--- src/rtl/autoenc_pkg.sv ---
// Shared definitions for the autoencoder training blocks: FSM encoding and
// default dataset/epoch sizes used by the sequencer, counter_mem and datapath.
package autoenc_pkg;

  typedef enum logic [1:0] {
    ST_IDLE = 2'd0,
    ST_RUN  = 2'd1,
    ST_DONE = 2'd2
  } state_e;

  localparam int DEF_ADDR_W    = 16;
  localparam int DEF_EPOCH_W   = 17;
  localparam int DEF_N_SAMPLES = 332;
  localparam int DEF_N_EPOCHS  = 10000;

endpackage

--- src/rtl/train_seq_gen_wrap_counter.sv ---
// Modulo counter: counts 0..MODULO-1 and wraps, with synchronous clear (wins
// over enable) and a flag raised while the count equals TC.
module wrap_counter #(
  parameter int W      = 16,
  parameter int MODULO = 4,
  parameter int TC     = MODULO - 1
) (
  input  logic         clk,
  input  logic         rst,
  input  logic         clr,
  input  logic         en,
  output logic [W-1:0] cnt,
  output logic         tc
);

  localparam logic [W-1:0] LAST = W'(MODULO - 1);
  localparam logic [W-1:0] TC_V = W'(TC);

  logic [W-1:0] cnt_q;
  logic [W-1:0] cnt_d;

  always_comb begin
    cnt_d = cnt_q;
    if (clr) begin
      cnt_d = '0;
    end else if (en) begin
      cnt_d = (cnt_q == LAST) ? '0 : cnt_q + W'(1);
    end
  end

  always_ff @(posedge clk or posedge rst) begin
    if (rst) begin
      cnt_q <= '0;
    end else begin
      cnt_q <= cnt_d;
    end
  end

  assign cnt = cnt_q;
  assign tc  = (cnt_q == TC_V);

endmodule

--- src/rtl/train_seq_gen.sv ---
// Training-sample index sequencer with epoch counting and completion flag.
// Optional TRAIN_SEQ_PAUSE_EN adds a pause input that withholds addr_valid in RUN.
module train_seq_gen
  import autoenc_pkg::*;
#(
  parameter int ADDR_W    = DEF_ADDR_W,
  parameter int N_SAMPLES = DEF_N_SAMPLES,
  parameter int EPOCH_W   = DEF_EPOCH_W,
  parameter int N_EPOCHS  = DEF_N_EPOCHS
) (
  input  logic               clk,
  input  logic               rst,
`ifdef TRAIN_SEQ_PAUSE_EN
  input  logic               pause,
`endif
  input  logic               start,
  input  logic               abort,
  input  logic               addr_ready,
  output logic [ADDR_W-1:0]  addr,
  output logic               addr_valid,
  output logic [EPOCH_W-1:0] epoch_cnt,
  output logic               epoch_done,
  output logic               train_done,
  output logic               busy
);

  if (N_SAMPLES > (2 ** ADDR_W)) begin : g_bad_addr_w
    $error("train_seq_gen: N_SAMPLES does not fit in ADDR_W");
  end
  if (N_EPOCHS >= (2 ** EPOCH_W)) begin : g_bad_epoch_w
    $error("train_seq_gen: N_EPOCHS does not fit in EPOCH_W");
  end

  logic pause_i;
`ifdef TRAIN_SEQ_PAUSE_EN
  assign pause_i = pause;
`else
  assign pause_i = 1'b0;
`endif

  state_e state_q, state_d;
  logic   addr_valid_q, addr_valid_d;
  logic   epoch_done_q, epoch_done_d;
  logic   train_done_q, train_done_d;
  logic   busy_q, busy_d;

  logic   smp_clr, smp_en, smp_tc;
  logic   ep_clr, ep_en, ep_last;
  logic   xfer;

  logic [ADDR_W-1:0]  smp_cnt;
  logic [EPOCH_W-1:0] ep_cnt;

  wrap_counter #(
    .W      (ADDR_W),
    .MODULO (N_SAMPLES),
    .TC     (N_SAMPLES - 1)
  ) u_smp_cnt (
    .clk (clk),
    .rst (rst),
    .clr (smp_clr),
    .en  (smp_en),
    .cnt (smp_cnt),
    .tc  (smp_tc)
  );

  // Epoch count must be able to rest at N_EPOCHS, so the modulus is one larger;
  // the flag marks the last epoch in progress.
  wrap_counter #(
    .W      (EPOCH_W),
    .MODULO (N_EPOCHS + 1),
    .TC     (N_EPOCHS - 1)
  ) u_ep_cnt (
    .clk (clk),
    .rst (rst),
    .clr (ep_clr),
    .en  (ep_en),
    .cnt (ep_cnt),
    .tc  (ep_last)
  );

  // Pause masks valid at once but only re-arms it through the flop.
  assign addr_valid = addr_valid_q & ~pause_i;
  assign xfer       = addr_valid & addr_ready;

  always_comb begin
    state_d      = state_q;
    addr_valid_d = addr_valid_q;
    epoch_done_d = 1'b0;
    train_done_d = train_done_q;
    smp_clr      = 1'b0;
    smp_en       = 1'b0;
    ep_clr       = 1'b0;
    ep_en        = 1'b0;

    if (abort) begin
      state_d      = ST_IDLE;
      addr_valid_d = 1'b0;
      train_done_d = 1'b0;
      smp_clr      = 1'b1;
      ep_clr       = 1'b1;
    end else begin
      unique case (state_q)
        ST_IDLE: begin
          smp_clr      = 1'b1;
          ep_clr       = 1'b1;
          addr_valid_d = 1'b0;
          if (start) begin
            state_d      = ST_RUN;
            addr_valid_d = ~pause_i;
          end
        end
        ST_RUN: begin
          addr_valid_d = ~pause_i;
          if (xfer) begin
            smp_en = 1'b1;
            if (smp_tc) begin
              ep_en        = 1'b1;
              epoch_done_d = 1'b1;
              if (ep_last) begin
                state_d      = ST_DONE;
                addr_valid_d = 1'b0;
                train_done_d = 1'b1;
              end
            end
          end
        end
        ST_DONE: begin
          addr_valid_d = 1'b0;
          train_done_d = 1'b1;
          if (start) begin
            state_d      = ST_RUN;
            addr_valid_d = ~pause_i;
            train_done_d = 1'b0;
            smp_clr      = 1'b1;
            ep_clr       = 1'b1;
          end
        end
        default: begin
          state_d      = ST_IDLE;
          addr_valid_d = 1'b0;
          train_done_d = 1'b0;
          smp_clr      = 1'b1;
          ep_clr       = 1'b1;
        end
      endcase
    end

    busy_d = (state_d == ST_RUN);
  end

  always_ff @(posedge clk or posedge rst) begin
    if (rst) begin
      state_q      <= ST_IDLE;
      addr_valid_q <= 1'b0;
      epoch_done_q <= 1'b0;
      train_done_q <= 1'b0;
      busy_q       <= 1'b0;
    end else begin
      state_q      <= state_d;
      addr_valid_q <= addr_valid_d;
      epoch_done_q <= epoch_done_d;
      train_done_q <= train_done_d;
      busy_q       <= busy_d;
    end
  end

  assign addr       = smp_cnt;
  assign epoch_cnt  = ep_cnt;
  assign epoch_done = epoch_done_q;
  assign train_done = train_done_q;
  assign busy       = busy_q;

endmodule

--- config.mk ---
export PLATFORM = sky130hd
export DESIGN_NAME = train_seq_gen
export DESIGN_NICKNAME = d
export VERILOG_FILES = /design/src/rtl/autoenc_pkg.sv /design/src/rtl/train_seq_gen_wrap_counter.sv /design/src/rtl/train_seq_gen.sv
export SDC_FILE = /design/constraint.sdc
export NUM_CORES = 1
export LEC_CHECK = 0
export ABC_AREA = 1
export CAP_MARGIN = 5
export CORE_UTILIZATION = 54
export CTS_CLUSTER_SIZE = 40
export DETAILED_ROUTE_END_ITERATION = 12
export HOLD_SLACK_MARGIN = 0.12
export PLACE_DENSITY = 0.77
export SYNTH_ARGS = -nofsm -noshare
export SYNTH_HDL_FRONTEND = slang
export SYNTH_SLANG_ARGS = --single-unit
--- constraint.sdc ---
create_clock -name clk -period 2.1 [get_ports clk]
set_input_delay 0.42 -clock clk [delete_from_list [all_inputs] [get_ports clk]]
set_output_delay 0.42 -clock clk [all_outputs]
set_load 0.005 [all_outputs]
### Word-level counts from Yosys, hierarchy flattened

Index checks and enable logic that the tools add are counted.

| word-level totals | value |
|---|---|
| flip-flop bits (word level) | 39 |
| bits of input ports | 5 |
| word-level logic and storage cells | 58 |

| operators by class | value |
|---|---|
| add/sub/neg operators | 2 |
| equal/unequal tests | 10 |
| muxes and demuxes | 33 |
| bitwise operators | 1 |
| reduce and logical (&&, ||, !) cells | 5 |

Operators with widths:

| cell | number |
|---|---|
| $mux 17 | 3 |
| $mux 16 | 3 |
| $eq 17x14->1 const B | 2 |
| $mux 1 | 18 |
| $add 17x1->17 const B | 1 |
| $add 16x1->16 const B | 1 |
| $eq 16x9->1 const B | 1 |
| $mux 2 | 5 |
| $ne 3x3->1 const B | 3 |
| $eq 2x1->1 const B | 2 |
| $pmux 1 s2 | 2 |
| $pmux 2 s2 | 1 |
| $reduce_and 4->1 | 1 |
| $reduce_bool 2->1 | 2 |
| $pmux 1 s3 | 1 |
| $eq 2x2->1 const B | 1 |
| $logic_not 2->1 | 1 |
| $ne 2x2->1 const B | 1 |
| $reduce_or 2->1 | 1 |
| $and 1x1->1 | 1 |

### Longest topological paths before layout

Gate-level depths: netlist of the first run.

| depth | value |
|---|---|
| depth in word-level cells | 7 |
| depth in mapped cells | 11 |
| gate-level depth less buffers | 11 |

### By module

Synthesis of the first run repeated with hierarchy kept, for this count alone.

| second synthesis, totals | value |
|---|---|
| cell total of the unflattened synthesis | 380 |
| area total of the unflattened synthesis | 2,602.5 µm² |

By module, submodules not included:

| module | instances | cells each | area each (µm²) | sequential area each (µm²) |
|---|---|---|---|---|
| wrap_counter at u_ep_cnt | 1 | 165 | 1,112.3 | 425.4 |
| wrap_counter at u_smp_cnt | 1 | 157 | 1,071.0 | 400.4 |
| train_seq_gen | 1 | 58 | 419.2 | 150.1 |

### Worst setup path after synthesis of the first run

No wires, ideal clock.

| path | value |
|---|---|
| kind | register to register |
| start point | register state_q[1] |
| end point | register u_smp_cnt.cnt_q[4], in the netlist u_smp_cnt.cnt[4] |
| library setup time | 0.119 ns |
| data arrival time | 1.540 ns |
| data required time | 1.981 ns |
| path slack | 0.441 ns |
| stages on the path, launching flop included | 10 |
| cell sequence | dfrtp_1 -> inv_1 -> ha_1 -> inv_2 -> o21ai_2 -> nand3_2 -> buf_4 -> buf_4 -> a21oi_1 -> nor2_1 |

| between the ends | value |
|---|---|
| word-level cells in the longest chain between the ends | 4 |
| elaborated cells between the ends (all ways) | 8 |

RTL lines:

| item | line | RTL |
|---|---|---|
| from (decl) | train_seq_gen.sv:41 | `state_e state_q, state_d;` |
| from (signal assigned) | train_seq_gen.sv:160 | `state_q <= state_d;` |
| $eq 2x2->1 / $eq 2x1->1 (equally long branches) | train_seq_gen.sv:103 | `unique case (state_q)` |
| $pmux 1 s2 / $mux 1 (equally long branches) | train_seq_gen.sv:103 |  |
| $mux 1 | train_seq_gen.sv:96 | `if (abort) begin` |
| $mux 16 / $reduce_bool 2->1 (equally long branches) | n/a |  |
| to (signal assigned) | train_seq_gen_wrap_counter.sv:35 | `cnt_q <= cnt_d;` |
| to (decl) | train_seq_gen_wrap_counter.sv:19 | `logic [W-1:0] cnt_q;` |

Parallel ways exist; a longest one is shown, timed or not.
A chain may end at the register's enable or synchronous reset.

### Worst setup path after layout of the first run

| path | value |
|---|---|
| start point | register state_q[1] |
| end point | register u_smp_cnt.cnt_q[10], in the netlist u_smp_cnt.cnt[10] |

Same word-level chain as after synthesis.

==> reports/metrics.yaml, run 1 <==
p_leak_nw: 1.54
cpMaxStageDelayCell: "sky130_fd_sc_hd__dfrtp_1"
synthesis.area_per_instance_um2: 6.77
clockBufferDepth: 2
crit_family: "buffers and inverters"
num-nets-final: 468
detailed_routing_iterations_pass_1: 5
clock_sink_count: 39
detailedPlace.worstSlack_ns: 0.108
timing.final.hold_violations: 0
drt_wl_total_mm: 6.64
grt_setup_unrepaired: "false"
max_slew_margin_pct: 66.4
n_fill_cell: 429
pwr_density_cell_nw_per_um2: 432
initial_utilization_pct: 57.0
path_cells: "inv_1 -> ha_1 -> inv_2 -> o21ai_2 -> nand3_2 -> buf_4 -> nand2_1 -> xor2_1 -> nor2_1"
cts.reportedPaths.clkPinSlew_ns: 0.07
chipWidth_um: 73.1
cts_buffers: 5
drc_errors: 0
multiInputGateArea_um2: 1460
fin_ws_ns: 0.266
dpl.hpwl_mm: 4.93
min-delay-path-class: "flip-flop to flip-flop"
layout_commonest_cell: "sky130_fd_sc_hd__nand2_1"
groute.usage.overall_pct: 27.2
mapped_cells: 403
die_area_um2: 5340
placementRows: 25
crit_type: "flip-flop to flip-flop"
tritoncts: "done"
antenna_cells_inserted: 0
final_period_minus_worst_setup_slack_ns: 1.83
post-route-period-util_pct: 87.4
crit_buf_inv: 3
critPathArrivalTime_ns: 2.02
vias: 2718
antenna_found_initial: 0
area_growth_pct: 21.7
clock_skew_ns: 0.0122
critical_path.max_stage_delay_ns: 0.40
number_of_buffers_inserted_to_repair_setup_after_cts: 0
grt-ovfl-total: 0
timing.fmax_mhz: 545
die_height_um: 73.1
post_route_cells_drive_above_1_share_pct: 7.69
yosysWarningCount: 0
worst-path-max-fanout: 9
syn-cell-area_um2: 2730
drt_first_iter_violations: 217
floorplan.io_pins: 42
fp.coreArea_um2: 4790
end_kind: "flip-flop"
cts_repair_resize_count: 0
final-seq-area_um2: 976
setup_viol_count_final: 0
ys_ff_latch: 39
crit_required_ns: 2.29
grt_pass1_vias: 2284
grt_pass1_wl_mm: 11.1
mappedNetlistNets: 415
cap_violations: 0
vias_per_cell: 5.21
synth-seq-area-share_pct: 35.8
worst_skew_pair.late_latency_ns: 0.30
globalplace.congestion: 0.902
worstMarginPinSlew_ns: 0.504
most-common-layout-cells: "sky130_fd_sc_hd__nand2_1, sky130_fd_sc_hd__nor2_1, sky130_fd_sc_hd__inv_1"
slew_viols_final: 0
antenna_violating_nets_post_route: 0
vdd.ir_drop.worst_uv: 368
synth_cell_types: 29
type_of_origin_of_the_critical_path: "flip-flop"
routedWlPerCell_um: 12.7
grt_max_degree: 40
buffer_ports.inserted: 41
clock_tree.root_cell: "sky130_fd_sc_hd__clkbuf_8"
h-tree-depth: 2
fin_setup_tns_ns: 0
outcome: "finished clean"
cts-hold-fix-buffers: 0
==> layout make-up <==
| cell class | instances | share of cell area [%] |
|---|---|---|
| Timing Repair Buffer | 54 | 15.3 |
| Tap cell | 67 | 2.52 |
| Multi-Input combinational cell | 298 | 44.0 |
| Sequential cell | 39 | 29.4 |
| Inverter | 58 | 6.56 |
| Clock buffer | 6 | 2.19 |
==> synth_stat cells, drive strengths merged <==
| library cell | n | area [um2] |
|---|---|---|
| nor3 | 17 | 95.1 |
| nand2 | 113 | 434 |
| ha | 7 | 87.6 |
| nand4 | 14 | 87.6 |
| xor2 | 7 | 61.3 |
| a21oi | 8 | 40.0 |
| o31ai | 1 | 7.51 |
| buf | 8 | 72.6 |
| o21ai | 20 | 115 |
| dfrtp | 39 | 976 |
| or2 | 2 | 12.5 |
| and2 | 1 | 6.26 |
| nand3 | 44 | 230 |
| nor2 | 57 | 233 |
| o21a | 1 | 7.51 |
| nand3b | 6 | 45.0 |
| inv | 58 | 218 |
==> per-stage QoR <==
stage	utilization [%]	power (mW)	hold WS (ns)	area (um2)	std cells
after CTS	69.4	1.45	0.505	3320	522
after global placement	67.9	0.970	0.484	3250	516
after global routing	69.4	1.49	0.533	3320	522
after detailed placement	67.9	0.973	0.477	3250	516
final	69.4	1.43	0.498	3320	522
after floorplan	-	0.910	0.464	2730	403
==> worst paths after layout <==
path                             from  slack, ns                end  cells after the start
max reg2reg                state_q[1]       0.27  u_smp_cnt.cnt[10]                      9
min                        train_done       0.50         train_done                      2
min reg2reg                train_done       0.50         train_done                      2
max                        state_q[1]       0.27  u_smp_cnt.cnt[10]                      9
min in group asynchronous         rst       0.53    u_ep_cnt.cnt[6]                      3
max in group asynchronous         rst       1.20   u_smp_cnt.cnt[4]                      3
==> registers in the layout, indices dropped and copies added (netlist names) <==
signal	count
epoch_done	1
u_ep_cnt.cnt	17
addr_valid	1
busy	1
u_smp_cnt.cnt	16
state_q	2
train_done	1
==> report_power, final <==
group	total, mW	internal (mW)	switching [mW]
Sequential	0.770	0.761	0.00855
Clock	0.476	0.222	0.254
Combinational	0.188	0.0708	0.117
==> kinds of logic (layout without fill, tap and decap cells) <==
family | Yosys count | count (layout) | share of synthesized area [%]
fa+ha+maj | 7 | 7 | 3.21
flops | 39 | 39 | 35.8
compound gates | 30 | 30 | 6.24
xor+xnor | 7 | 7 | 2.25
buf+inv | 66 | 118 | 10.6
simple gates | 254 | 254 | 41.9
==> worst reg2reg max path, stage by stage (launching register included) <==
cell	delay (ns)
sky130_fd_sc_hd__dfrtp_1	0.40
sky130_fd_sc_hd__inv_1	0.14
sky130_fd_sc_hd__ha_1	0.20
sky130_fd_sc_hd__inv_2	0.06
sky130_fd_sc_hd__o21ai_2	0.16
sky130_fd_sc_hd__nand3_2	0.23
sky130_fd_sc_hd__buf_4	0.23
sky130_fd_sc_hd__nand2_1	0.11
sky130_fd_sc_hd__xor2_1	0.16
sky130_fd_sc_hd__nor2_1	0.05
==> routing by layer <==
metal | part of all wire [%] | track usage [%] | routed length (um)
met1 | 50 | 42.0 | 3330
met2 | 43 | 39.3 | 2890
met3 | 5.5 | 4.14 | 364
met5 | 0 | 0 | 0
met4 | 0.90 | 6.75 | 60
Power figures use the tool's default switching activity.
==> inputs of run 2 (changes only) <==
SYNTH_HIERARCHICAL = 1   (was default)
==> run 2 against run 1 <==
Compared with the run above: register-to-register slack got worse by 0.19 ns; non-clock buffer count increased by 25; core utilization increased by 9.3 points; sequential share of layout area decreased by 1.9 points; largest power group unchanged; highest routed layer unchanged.
==> reports/metrics.yaml, run 2 <==
dpl.hpwl_mm: 5.07  # +2.9%
grt-ovfl-total: 0  # unchanged
syn-cell-area_um2: 2600  # -4.6%
yosysWarningCount: 6  # +6
synth_cell_types: 28  # -3.4%
clockBufferDepth: 2  # unchanged
routed-wl-met2_mm: 3.17  # +9.8%
synth_top_flop_cell: "sky130_fd_sc_hd__dfrtp_1"
crit_required_ns: 2.28  # about the same
groute.usage.overall_pct: 28.2  # +1.0 points
post_synth_mux_area_share_pct: 0  # unchanged
n_fill_cell: 334  # -22%
drc_errors: 0  # unchanged
cap_violations: 0  # unchanged
min-delay-path-class: "input pin to asynchronous set/reset pin"
grt_setup_unrepaired: "true"
worstMarginPinSlew_ns: 0.676  # +0.172 ns
yosysMostFrequentCell: "sky130_fd_sc_hd__nand2_1"
timing.fmax_mhz: 494  # -9.4%
clock_skew_ns: 0.00734  # -0.00488 ns
grt_pass1_wl_mm: 11.3  # +1.9%
tritoncts: "done"
ys_top_cells_by_count: "sky130_fd_sc_hd__nand2_1, sky130_fd_sc_hd__nor2_1, sky130_fd_sc_hd__inv_1"
synth-seq-area-share_pct: 37.5  # +1.7 points
h-tree-depth: 2  # unchanged
floorplan.io_pins: 42  # unchanged
final_period_minus_worst_setup_slack_ns: 2.03  # +0.191 ns
p_sw_mw: 0.349  # -8.3%
vias: 2751  # +1.2%
clock_sink_count: 39  # unchanged
synthesis.area_per_instance_um2: 6.85  # +1.1%
power.sequential.fraction_pct: 50.6  # -3.1 points
placementRows: 24  # -4.0%
finalInstanceArea_um2: 3540  # +6.7%
critical_path.max_stage_delay_ns: 0.40  # about the same
fp.coreArea_um2: 4500  # -5.9%
drt_first_iter_violations: 349  # +61%
grt_pass1_vias: 2504  # +9.6%
power.clock.fraction_pct: 42.0  # +8.8 points
mapped_cells: 380  # -5.7%
vdd.ir_drop.worst_uv: 353  # -4.3%
antenna_found_initial: 0  # unchanged
fin_ws_ns: 0.0745  # -0.191 ns
ys_ff_latch: 39  # unchanged
layout_commonest_cell: "sky130_fd_sc_hd__nand2_1"
post_route_cells_drive_above_1_share_pct: 18.7  # +11 points
fin_total_pwr_mw: 1.50  # +4.4%
antenna_cells_inserted: 0  # unchanged
minimum_setup_slack_among_reg_to_reg_paths_ns: 0.07  # -0.19 ns
slew_viols_final: 0  # unchanged
cpMaxStageDelayCell: "sky130_fd_sc_hd__dfrtp_1"
crit_type: "flip-flop to flip-flop"
most-common-layout-cells: "sky130_fd_sc_hd__nand2_1, sky130_fd_sc_hd__nor2_1, sky130_fd_sc_hd__inv_1"
synth_compound_gate_area_share_pct: 6.92  # +0.69 points
max_slew_margin_pct: 54.9  # -12 points
maxUsedRoutingLayer: "met4"
cts.reportedPaths.clkPinSlew_ns: 0.08  # about the same
critPathCapture: "u_ep_cnt/cnt[3]"
outcome: "finished clean"
drt-met1-wl_mm: 3.00  # -9.8%
clock_tree.root_cell: "sky130_fd_sc_hd__clkbuf_8"
drt_wl_total_mm: 6.76  # +1.9%
post_synth_edffs: 0  # unchanged
synth_adder_area_share_pct: 3.37  # +0.16 points
grt_max_degree: 18  # -55%
simple_logic_cell_fraction_of_the_synthesized_area_pct: 41.7  # -0.22 points
fin_setup_tns_ns: 0  # unchanged
mappedNetlistNets: 392  # -5.5%
synthTopCellsByArea: "sky130_fd_sc_hd__dfrtp_1, sky130_fd_sc_hd__nand2_1, sky130_fd_sc_hd__nor2_1"
p_leak_nw: 1.58  # +2.9%
critPathArrivalTime_ns: 2.21  # +0.19 ns
utilization_pct: 78.7  # +9.3 points
cts-hold-fix-buffers: 0  # unchanged
chipWidth_um: 71.4  # -2.3%
pwr_density_cell_nw_per_um2: 422  # -2.2%
die_height_um: 71.4  # -2.3%
worst_skew_pair.late_latency_ns: 0.29  # about the same
rr_worst_depth: 12  # +3
layout.cells.non_filler: 517  # -0.96%
share_comb_of_total_power_pct: 7.4  # -5.7 points
dpl_cell_area_um2: 3360  # +3.4%
routedWlPerCell_um: 13.1  # +2.8%
intPower_mw: 1.15  # +9.0%
end_kind: "flip-flop"
detailed_routing_iterations_pass_1: 5  # unchanged
setup_viol_count_final: 0  # unchanged
synthDominantCellAreaShare_pct: 37.5  # +1.7 points
yosys.area_share.xor_xnor_pct: 2.69  # +0.45 points
path_cells: "ha_4 -> nand3_2 -> nor2_1 -> nand2_1 -> inv_2 -> inv_2 -> nor4_4 -> nor2_4 -> buf_6 -> nor2_2 -> xor2_1 -> nor2_1"
fraction_of_registers_with_async_set_or_reset_after_synthesis_pct: 100  # unchanged
sum_of_met3_wire_segment_lengths_after_detailed_routing_um: 520  # +43%
die_area_um2: 5100  # -4.5%
buffer_ports.inserted: 41  # unchanged
type_of_origin_of_the_critical_path: "flip-flop"
vias_per_cell: 5.32  # +2.2%
final-seq-area_um2: 976  # unchanged
globalplace.congestion: 0.914  # +1.3%
switching_share_pct: 23.3  # -3.2 points
timing.final.hold_violations: 0  # unchanged
antenna_violating_nets_post_route: 0  # unchanged
hold-worst-slack_ns: 0.399  # -0.0987 ns
num-nets-final: 476  # +1.7%
area_growth_pct: 36.2
post-route-period-util_pct: 96.5  # +9.1 points
cts_buffers: 5  # unchanged
worst_r2r_endpoint: "u_ep_cnt/cnt[3]"
initial_utilization_pct: 57.8  # +0.76 points
detailedPlace.worstSlack_ns: -0.0749  # -0.183 ns
worst_r2r_startpoint: "u_smp_cnt/cnt[1]"
multiInputGateArea_um2: 1500  # +2.6%
main_combinational_cell_family_by_area_after_synthesis: "simple AND/OR/NAND/NOR gates"
largest_register_ffs: 17  # unchanged
worst-path-max-fanout: 6  # -3
placed_cells_incl_taps: 508  # -1.6%
timing.critical_path.from: "u_smp_cnt/cnt[1]"
cell_taking_the_most_area_after_synthesis: "sky130_fd_sc_hd__dfrtp_1"
-- run 2: cell types whose count changed in the layout (fill, tap and decap cells not counted), moves of 4 or more --
| cell | delta |
|---|---|
| sky130_fd_sc_hd__nand2_2 | +6 |
| sky130_fd_sc_hd__nand3_2 | +5 |
| sky130_fd_sc_hd__nand2_1 | -8 |
| sky130_fd_sc_hd__nor2_2 | +7 |
| sky130_fd_sc_hd__a21oi_1 | -4 |
| sky130_fd_sc_hd__nand4_1 | -4 |
| sky130_fd_sc_hd__nand3b_1 | -5 |
| sky130_fd_sc_hd__nor3_1 | -12 |
| sky130_fd_sc_hd__inv_1 | -9 |
| sky130_fd_sc_hd__nand3_1 | -16 |
| sky130_fd_sc_hd__nor2_4 | +5 |
| sky130_fd_sc_hd__nor2_1 | +17 |
| sky130_fd_sc_hd__o21ai_0 | -4 |
| sky130_fd_sc_hd__buf_4 | +24 |
-- run 2: what timing repair did --
action                     in CTS  in global routing
resized for setup               1                 20
setup endpoints to repair       6                  8
setup buffers                   0                  2
pin swaps                       1                 13
hold endpoints to repair        0                  0
-- run 2: cells by family after synthesis --
family / after synthesis
XOR/XNOR: 8
AO/OA/AOI/OAI: 27
AND/OR/NAND/NOR: 246
flip-flops: 39
buffers and inverters: 53
adder cells (fa/ha/maj): 7
-- run 2: how the worst min path moves through the flow --
stage               slack, ns       start    endpoint  cells after the start
floorplan                0.21         rst  addr_valid                      1
finish                   0.40         rst        busy                      2
CTS                      0.40         rst        busy                      2
global placement         0.46  train_done  train_done                      2
detailed placement       0.49  train_done  train_done                      2
global route             0.43         rst        busy                      2
-- run 2: per-layer routing --
metal	track usage, %	vias up
li1	-	1362
met1	39.6	1252
met2	45.0	126
met3	4.92	11
met4	7.78	0
met5	0	-
-- run 2: layout make-up --
type                       instances  share of cell area [%]
inverter                          51                    5.40
sequential                        39                    27.5
tap                               52                    1.84
multi-input combinational        288                    42.3
clock inverter                     3                    1.24
clock buffer                       5                    1.94
timing repair buffer              79                    19.7
-- run 2: power groups by stage --
stage               clock network, mW  logic (mW)  registers (mW)
finish                          0.629       0.111           0.758
global route                    0.680       0.123           0.758
CTS                             0.643       0.107           0.758
detailed placement                  0       0.106           0.773
global placement                    0       0.104           0.772
floorplan                           0      0.0624           0.772
-- run 2: critical path, delay by kind of cell (launching register included) --
kind	cells	cell delay [ns]
simple gates	7	0.89
flops	1	0.40
buf+inv	3	0.27
xor+xnor	1	0.16
fa+ha+maj	1	0.18
==> inputs of run 3 (changes only) <==
HOLD_SLACK_MARGIN = 0.02   (was 0.12)
==> results of run 3 <==
No change in the layout: final DEF, timing and power equal those of run 2.
